<file path="src/rtl/y86_pkg.sv">
// rtl/y86_pkg.sv - shared Y86-64 fetch constants and instruction length helper
package y86_pkg;

    localparam logic [3:0] I_HALT   = 4'h0;
    localparam logic [3:0] I_NOP    = 4'h1;
    localparam logic [3:0] I_RRMOVQ = 4'h2;
    localparam logic [3:0] I_IRMOVQ = 4'h3;
    localparam logic [3:0] I_RMMOVQ = 4'h4;
    localparam logic [3:0] I_MRMOVQ = 4'h5;
    localparam logic [3:0] I_OPQ    = 4'h6;
    localparam logic [3:0] I_JXX    = 4'h7;
    localparam logic [3:0] I_CALL   = 4'h8;
    localparam logic [3:0] I_RET    = 4'h9;
    localparam logic [3:0] I_PUSHQ  = 4'hA;
    localparam logic [3:0] I_POPQ   = 4'hB;

    localparam logic [7:0] STAT_AOK = 8'h01;
    localparam logic [7:0] STAT_HLT = 8'h02;
    localparam logic [7:0] STAT_ADR = 8'h04;
    localparam logic [7:0] STAT_INS = 8'h08;

    localparam logic [3:0] RNONE = 4'hF;

    typedef enum logic {
        S_RUN  = 1'b0,
        S_STOP = 1'b1
    } fq_state_t;

    // Encoded length in bytes; invalid icodes occupy one byte so they can be reported
    function automatic logic [3:0] instr_len(input logic [3:0] icode);
        case (icode)
            I_HALT, I_NOP, I_RET:                instr_len = 4'd1;
            I_RRMOVQ, I_OPQ, I_PUSHQ, I_POPQ:    instr_len = 4'd2;
            I_JXX, I_CALL:                       instr_len = 4'd9;
            I_IRMOVQ, I_RMMOVQ, I_MRMOVQ:        instr_len = 4'd10;
            default:                             instr_len = 4'd1;
        endcase
    endfunction

endpackage

</file>
<file path="src/rtl/y86_byte_queue.sv">
// rtl/y86_byte_queue.sv - circular byte queue, block push and variable-length head pop
module y86_byte_queue #(
    parameter int FETCH_W = 8,
    parameter int DEPTH   = 32
) (
    input  logic                     clk,
    input  logic                     rst_n,
    input  logic                     flush,
    input  logic                     push_valid,
    input  logic [8*FETCH_W-1:0]     push_data,
    input  logic                     pop_valid,
    input  logic [3:0]               pop_len,
    output logic [79:0]              head_bytes,
    output logic [$clog2(DEPTH):0]   count
);

    localparam int AW = $clog2(DEPTH);

    logic [7:0]    storage [DEPTH];
    logic [AW-1:0] rd_ptr;
    logic [AW-1:0] wr_ptr;
    logic [AW:0]   count_q;

    // Write one fetch block at the tail; the issuer guarantees room, so no overwrite check here
    always_ff @(posedge clk) begin
        if (push_valid) begin
            for (int i = 0; i < FETCH_W; i++) begin
                storage[wr_ptr + AW'(i)] <= push_data[8*i +: 8];
            end
        end
    end

    // Pointers wrap naturally at DEPTH; occupancy tracks push minus pop in the same edge
    always_ff @(posedge clk) begin
        if (!rst_n || flush) begin
            rd_ptr  <= '0;
            wr_ptr  <= '0;
            count_q <= '0;
        end else begin
            if (push_valid) wr_ptr <= wr_ptr + AW'(FETCH_W);
            if (pop_valid)  rd_ptr <= rd_ptr + AW'(pop_len);
            count_q <= count_q
                     + (push_valid ? (AW+1)'(FETCH_W) : '0)
                     - (pop_valid  ? (AW+1)'(pop_len) : '0);
        end
    end

    // Longest instruction is 10 bytes, so expose a 10-byte window at the head
    always_comb begin
        for (int i = 0; i < 10; i++) begin
            head_bytes[8*i +: 8] = storage[rd_ptr + AW'(i)];
        end
    end

    assign count = count_q;

endmodule

</file>
<file path="src/rtl/y86_fetch_queue.sv">
// rtl/y86_fetch_queue.sv - prefetching fetch stage with byte queue and record extraction
module y86_fetch_queue
    import y86_pkg::*;
#(
    parameter int          FETCH_W  = 8,
    parameter int          DEPTH    = 32,
    parameter logic [63:0] RESET_PC = 64'h0
) (
    input  logic                   clk,
    input  logic                   rst_n,
    output logic                   mem_req_valid,
    output logic [63:0]            mem_req_addr,
    input  logic                   mem_rsp_valid,
    input  logic [8*FETCH_W-1:0]   mem_rsp_data,
    input  logic                   mem_rsp_err,
    input  logic                   redirect_valid,
    input  logic [63:0]            redirect_pc,
    output logic                   out_valid,
    input  logic                   out_ready,
    output logic [3:0]             icode,
    output logic [3:0]             ifun,
    output logic [3:0]             rA,
    output logic [3:0]             rB,
    output logic [63:0]            valC,
    output logic [63:0]            valP,
    output logic [63:0]            instr_pc,
    output logic [7:0]             stat
);

    localparam int CW = $clog2(DEPTH) + 1;

    fq_state_t     state_q, state_d;
    logic [63:0]   fetch_pc;
    logic [63:0]   head_pc;
    logic          inflight;
    logic          err_flag;

    logic [79:0]   hb;
    logic [CW-1:0] count;
    logic [3:0]    len;
    logic          have_all;
    logic          adr_rec;
    logic          rec_valid;
    logic          fire;
    logic          rsp_accept;
    logic          issue;
    logic [CW+1:0] credit_sum;
    logic          credit_ok;

    logic [3:0]    r_icode, r_ifun, r_ra, r_rb;
    logic [63:0]   r_valc, r_valp;
    logic [7:0]    r_stat;

    y86_byte_queue #(
        .FETCH_W (FETCH_W),
        .DEPTH   (DEPTH)
    ) u_queue (
        .clk        (clk),
        .rst_n      (rst_n),
        .flush      (redirect_valid),
        .push_valid (rsp_accept && !mem_rsp_err),
        .push_data  (mem_rsp_data),
        .pop_valid  (fire && !adr_rec),
        .pop_len    (len),
        .head_bytes (hb),
        .count      (count)
    );

    // Credit check: reserve room for the in-flight block and the one about to be requested
    always_comb begin
        credit_sum = {2'b00, count} + (CW+2)'(FETCH_W) + (inflight ? (CW+2)'(FETCH_W) : '0);
        credit_ok  = credit_sum <= (CW+2)'(DEPTH);
        issue      = rst_n && (state_q == S_RUN) && !err_flag && !redirect_valid && credit_ok;
        // inflight doubles as the epoch: it is cleared by redirect/reset so a stale reply is ignored
        rsp_accept = mem_rsp_valid && inflight && !err_flag;
    end

    // Head decode: length, availability and the ADR case when bytes can never arrive
    always_comb begin
        len       = instr_len(hb[7:4]);
        have_all  = count >= CW'(len);
        adr_rec   = err_flag && !have_all;
        rec_valid = rst_n && (state_q == S_RUN) && !redirect_valid && (have_all || adr_rec);
        fire      = rec_valid && out_ready;
    end

    // Field extraction from the head window
    always_comb begin
        r_icode = hb[7:4];
        r_ifun  = hb[3:0];
        r_ra    = RNONE;
        r_rb    = RNONE;
        r_valc  = '0;
        r_stat  = STAT_AOK;
        r_valp  = head_pc + 64'(len);
        if (len == 4'd2 || len == 4'd10) begin
            r_ra = hb[15:12];
            r_rb = hb[11:8];
        end
        if (len == 4'd10)     r_valc = hb[79:16];
        else if (len == 4'd9) r_valc = hb[71:8];
        if (hb[7:4] == I_HALT)      r_stat = STAT_HLT;
        else if (hb[7:4] > I_POPQ)  r_stat = STAT_INS;
        if (adr_rec) begin
            r_icode = I_HALT;
            r_ifun  = 4'h0;
            r_ra    = RNONE;
            r_rb    = RNONE;
            r_valc  = '0;
            r_valp  = head_pc;
            r_stat  = STAT_ADR;
        end
    end

    // Output drive; everything reads as zero while reset is asserted
    always_comb begin
        mem_req_valid = issue;
        out_valid     = rec_valid;
        mem_req_addr  = '0;
        icode         = '0;
        ifun          = '0;
        rA            = '0;
        rB            = '0;
        valC          = '0;
        valP          = '0;
        instr_pc      = '0;
        stat          = '0;
        if (rst_n) begin
            mem_req_addr = fetch_pc;
            icode        = r_icode;
            ifun         = r_ifun;
            rA           = r_ra;
            rB           = r_rb;
            valC         = r_valc;
            valP         = r_valp;
            instr_pc     = head_pc;
            stat         = r_stat;
        end
    end

    // Next state: redirect restarts, accepting any non-AOK record stops
    always_comb begin
        state_d = state_q;
        if (redirect_valid)                state_d = S_RUN;
        else if (fire && r_stat != STAT_AOK) state_d = S_STOP;
    end

    // State register
    always_ff @(posedge clk) begin
        if (!rst_n) state_q <= S_RUN;
        else        state_q <= state_d;
    end

    // PCs, in-flight tracking and sticky memory error
    always_ff @(posedge clk) begin
        if (!rst_n) begin
            fetch_pc <= RESET_PC;
            head_pc  <= RESET_PC;
            inflight <= 1'b0;
            err_flag <= 1'b0;
        end else if (redirect_valid) begin
            fetch_pc <= redirect_pc;
            head_pc  <= redirect_pc;
            inflight <= 1'b0;
            err_flag <= 1'b0;
        end else begin
            inflight <= issue;
            if (issue)                     fetch_pc <= fetch_pc + 64'(FETCH_W);
            if (rsp_accept && mem_rsp_err) err_flag <= 1'b1;
            if (fire)                      head_pc  <= r_valp;
        end
    end

endmodule

</file>
<file path="config.mk">
export PLATFORM = sky130hd
export DESIGN_NAME = y86_fetch_queue
export DESIGN_NICKNAME = d
export VERILOG_FILES = /design/src/rtl/y86_pkg.sv /design/src/rtl/y86_byte_queue.sv /design/src/rtl/y86_fetch_queue.sv
export SDC_FILE = /design/constraint.sdc
export NUM_CORES = 2
export LEC_CHECK = 0
export CAP_MARGIN = 25
export CELL_PAD_IN_SITES_DETAIL_PLACEMENT = 2
export CELL_PAD_IN_SITES_GLOBAL_PLACEMENT = 2
export CORE_MARGIN = 5
export CORE_UTILIZATION = 40
export CTS_BUF_LIST = sky130_fd_sc_hd__clkbuf_16
export DETAILED_ROUTE_END_ITERATION = 10
export DONT_BUFFER_PORTS = 1
export GPL_TIMING_DRIVEN = 0
export PLACE_DENSITY = 0.78
export SYNTH_ARGS = -nofsm -noshare
export SYNTH_HDL_FRONTEND = slang
export SYNTH_HIERARCHICAL = 1
export SYNTH_SLANG_ARGS = --single-unit
</file>
<file path="constraint.sdc">
create_clock -name clk -period 13.75 [get_ports clk]
set_input_delay 0 -clock clk [delete_from_list [all_inputs] [get_ports clk]]
set_output_delay 0 -clock clk [all_outputs]
set_load 0.005 [all_outputs]
</file>
==> flow_metrics.tcl <==
set metrics [dict create \
    result_of_the_run "complete, but fails checks" \
    violations "negative hold slack" \
    rows 104 \
    setup_viol 0 \
    final-instance-count-excl-fill 4277 \
    post_route_cells_drive_above_1_share_pct 20.5 \
    rr_worst_depth 28 \
    coreArea_sq_um 80200 \
    hold_path.class "primary input to flop" \
    delay_of_the_slowest_cell_on_the_worst_path_ps 800 \
    worst_path_max_fanout 10 \
    ys_seq_elements 405 \
    clock_latency_ps 640 \
    ant_nets 0 \
    cp_data_arrival_time_ps 9160 \
    cp_common_cell "sky130_fd_sc_hd__clkbuf_1" \
    clock_path_buffers 3 \
    achievable-frequency_mhz 109 \
    grt_antenna_before_repair 4 \
    placement.io_buffers 0 \
    die_height_um 293 \
    groute.usage.overall_pct 45.5 \
    most_used_cells_in_the_layout_excluding_fill_and_tap_cells "sky130_fd_sc_hd__mux4_2 (350), sky130_fd_sc_hd__nand2_1 (319), sky130_fd_sc_hd__edfxtp_1 (256), sky130_fd_sc_hd__nor2_1 (210), sky130_fd_sc_hd__mux2i_1 (172)" \
    ctsHtreeMaxLevel 2 \
    timing.hold.worst.start "redirect_pc[41]" \
    grt_start_max_net_pins 58 \
    critPathCaptureType "primary output" \
    detailroute.wirelength.met2_um 88500 \
    die_width_um 293 \
    unrepaired_setup_endpoints_after_global_routing "false" \
    io_pins 416 \
    timing.final.hold_violations 1 \
    flow.area_growth_from_synthesis_pct 15.8 \
    powerDensity_nw_per_um2 99.2 \
    drt_pre_antenna_iters 8 \
    worst_ep_required_time_ps 13750 \
    worst-r2r-setup-slack_ps 4850 \
    synth.largest_area_cell "sky130_fd_sc_hd__mux4_2" \
    critical_path_class "flop to primary output" \
    cp_cell_sequence "clkbuf_1, buf_8, buf_2, mux4_2, mux2_2, a21oi_1, mux2_2, clkbuf_1, inv_1, ha_1, nand2b_1, a211oi_1, maj3_1, nand2_1, clkbuf_1, nand3_1, clkbuf_1, a21oi_1" \
    synth_area_leaders "sky130_fd_sc_hd__mux4_2 (25%), sky130_fd_sc_hd__edfxtp_1 (24%), sky130_fd_sc_hd__dfxtp_1 (9.3%)" \
    min_delay_path_depth 2 \
    detail_route.drc_violations 0 \
    avgSynthCellArea_sq_um 10.9 \
    ys_async_sr_fraction_pct 0 \
    routed.top_layer "met5" \
    dr_total_vias 32800 \
    regToRegEndpoint "u_queue/count[5]" \
    seq_area_frac_synth_pct 33.2 \
    vdd.ir_drop.worst_mv 0.111 \
    final_net_count 3341 \
    gpl.final_weighted_congestion 1.04 \
    ys_types 86 \
    dp_hpwl_um 151000 \
    critical_path.slowest_cell "sky130_fd_sc_hd__clkbuf_1" \
    via_per_inst 7.66 \
    wl_met3_um 25400 \
    num-fill-cells 8213 \
    cts_setup_buffers 0 \
    layout_min_cycle_time_ps 9160 \
    dp_cells 4038 \
    first_global_vias 33800 \
    fp.dieArea_sq_um 86100 \
    hold_ep "fetch_pc[41]" \
    final_core_utilization_pct 46.4 \
    min_period_over_period_pct 66.6 \
    postSynth.topFlopCell "sky130_fd_sc_hd__edfxtp_1" \
    cts_inserted_buffers 48 \
    slew_viol_final 0 \
    setup.worst_path.start_class "flop" \
    layout_commonest_cell "sky130_fd_sc_hd__mux4_2" \
    drv_cap 0 \
    synth_edf_count 256 \
    postSynthCellCount 2939 \
    path_clk_slew_ps 60 \
    synthesis.yosys.warnings 6 \
    tritoncts "yes" \
    initial_utilization_pct 40.1 \
    synthDominantCellAreaShare_pct 24.5 \
    globalRoute.totalOverflow 0 \
    clockRootBuffer "sky130_fd_sc_hd__clkbuf_16" \
    met1_length_um 66300 \
    drtIter0Drc 4991 \
    relSlewSlack_pct 3.11 \
    max_slew.worst_pin.slew_ps 1450 \
    setup-tns-final_ps 0 \
    routed_wire_length_per_instance_um 47.8 \
    final_worst_hold_slack_ps -18.9 \
    timing.clock.skew_ps 34.8 \
    tritoncts_num_sinks 405 \
    post_synth_instance_area_sq_um 32100 \
    leakagePower_uw 0.0121 \
    grt_first_pass_wirelength_um 277000 \
    detail_route.wirelength_um 204000 \
]
-- routing by layer --
metal  GRT usage (%)  vias up
li1                -    11900
met1            50.4    16600
met2            69.6     3090
met3            15.9     1099
met4            39.8        2
met5           0.111        -
-- metrics by stage --
step / power [uW] / worst slack (ps) / cell area, sq um
after floorplan: 1830 / 7620 / 32200
after global placement: 2140 / 3780 / 33500
after detailed placement: 2180 / 5200 / 34100
after CTS: 3640 / 4930 / 37100
after global routing: 3750 / 4650 / 37200
final: 3690 / 4590 / 37200
-- critical path, delay by kind of cell, from the launching register on --
family	cells	cell delay, ps
AOI/OAI and AO/OA	3	990
adders and majority gates	2	870
buffers and inverters	7	3710
DFF	1	320
muxes	3	1370
and+or+nand+nor	3	1230
-- Yosys cell counts (30+ instances only) --
cell type	count
sky130_fd_sc_hd__nor3_1	44
sky130_fd_sc_hd__xor2_1	53
sky130_fd_sc_hd__buf_2	60
sky130_fd_sc_hd__xnor2_1	84
sky130_fd_sc_hd__and2_1	135
sky130_fd_sc_hd__or3_1	30
sky130_fd_sc_hd__mux2i_1	172
sky130_fd_sc_hd__nand3_1	66
sky130_fd_sc_hd__inv_1	48
sky130_fd_sc_hd__a21oi_1	169
sky130_fd_sc_hd__o21ai_0	87
sky130_fd_sc_hd__nor2_1	212
sky130_fd_sc_hd__edfxtp_1	256
sky130_fd_sc_hd__nand2_1	319
sky130_fd_sc_hd__dfxtp_1	149
sky130_fd_sc_hd__and3_1	31
sky130_fd_sc_hd__nand4_1	41
sky130_fd_sc_hd__buf_4	36
sky130_fd_sc_hd__mux2_2	54
sky130_fd_sc_hd__mux4_2	350
sky130_fd_sc_hd__o22ai_1	45
sky130_fd_sc_hd__clkbuf_1	123
sky130_fd_sc_hd__ha_1	34
sky130_fd_sc_hd__a221oi_1	55
-- final cells by class --
cell class	instances	area [sq um]	area share (%)
antenna	9	22.5	0.0605
buffer	237	1160	3.13
clock buffer	51	1280	3.43
clock inverter	38	435	1.17
inverter	53	199	0.535
multi-input combinational	2249	20200	54.3
sequential	405	10700	28.7
tap	1060	1330	3.56
timing repair buffer	175	1900	5.10
-- where the power goes --
part	leakage (uW)	internal [uW]	switching (uW)
logic	0.00770	273	589
registers	0.00354	1330	62.8
clock network	0.000857	855	581
-- flip-flops by register name (all words and copies together), names as in the netlist, named ones only --
register and count:
u_queue/storage 256, fetch_pc 64, head_pc 64, u_queue/count 6, u_queue/rd_ptr 5, u_queue/wr_ptr 2, err_flag 1, inflight 1
state_q 1
-- logic make-up (layout without fill, tap and decap cells) --
kind of cell / count (synthesis) / after routing / synth area share, %
AND/OR/NAND/NOR: 958 / 958 / 14.4
buffers and inverters: 290 / 554 / 4.23
AO/OA/AOI/OAI: 525 / 525 / 10.7
flip-flops: 405 / 405 / 33.2
adder cells (fa/ha/maj): 42 / 42 / 1.70
other: 1 / 15 / 0.0117
XOR/XNOR: 142 / 142 / 4.02
multiplexers: 576 / 576 / 31.8
-- how the worst max path moves through the flow --
| stage | end | start | slack, ps | depth (start not counted) |
|---|---|---|---|---|
| floorplan | u_queue/count[5] | flop | 7620 | 25 |
| global placement | u_queue/count[5] | flop | 3780 | 26 |
| global route | valC[46] | flop | 4650 | 18 |
| finish | valC[54] | flop | 4590 | 18 |
| CTS | valC[46] | flop | 4930 | 18 |
| detailed placement | u_queue/count[5] | flop | 5200 | 28 |
-- timing repair --
action                                 4_1_cts  5_1_grt
endpoints found under the hold margin      417        0
hold buffers                               135        0
resized for setup                            0        0
(Power assumes the default switching activity.)
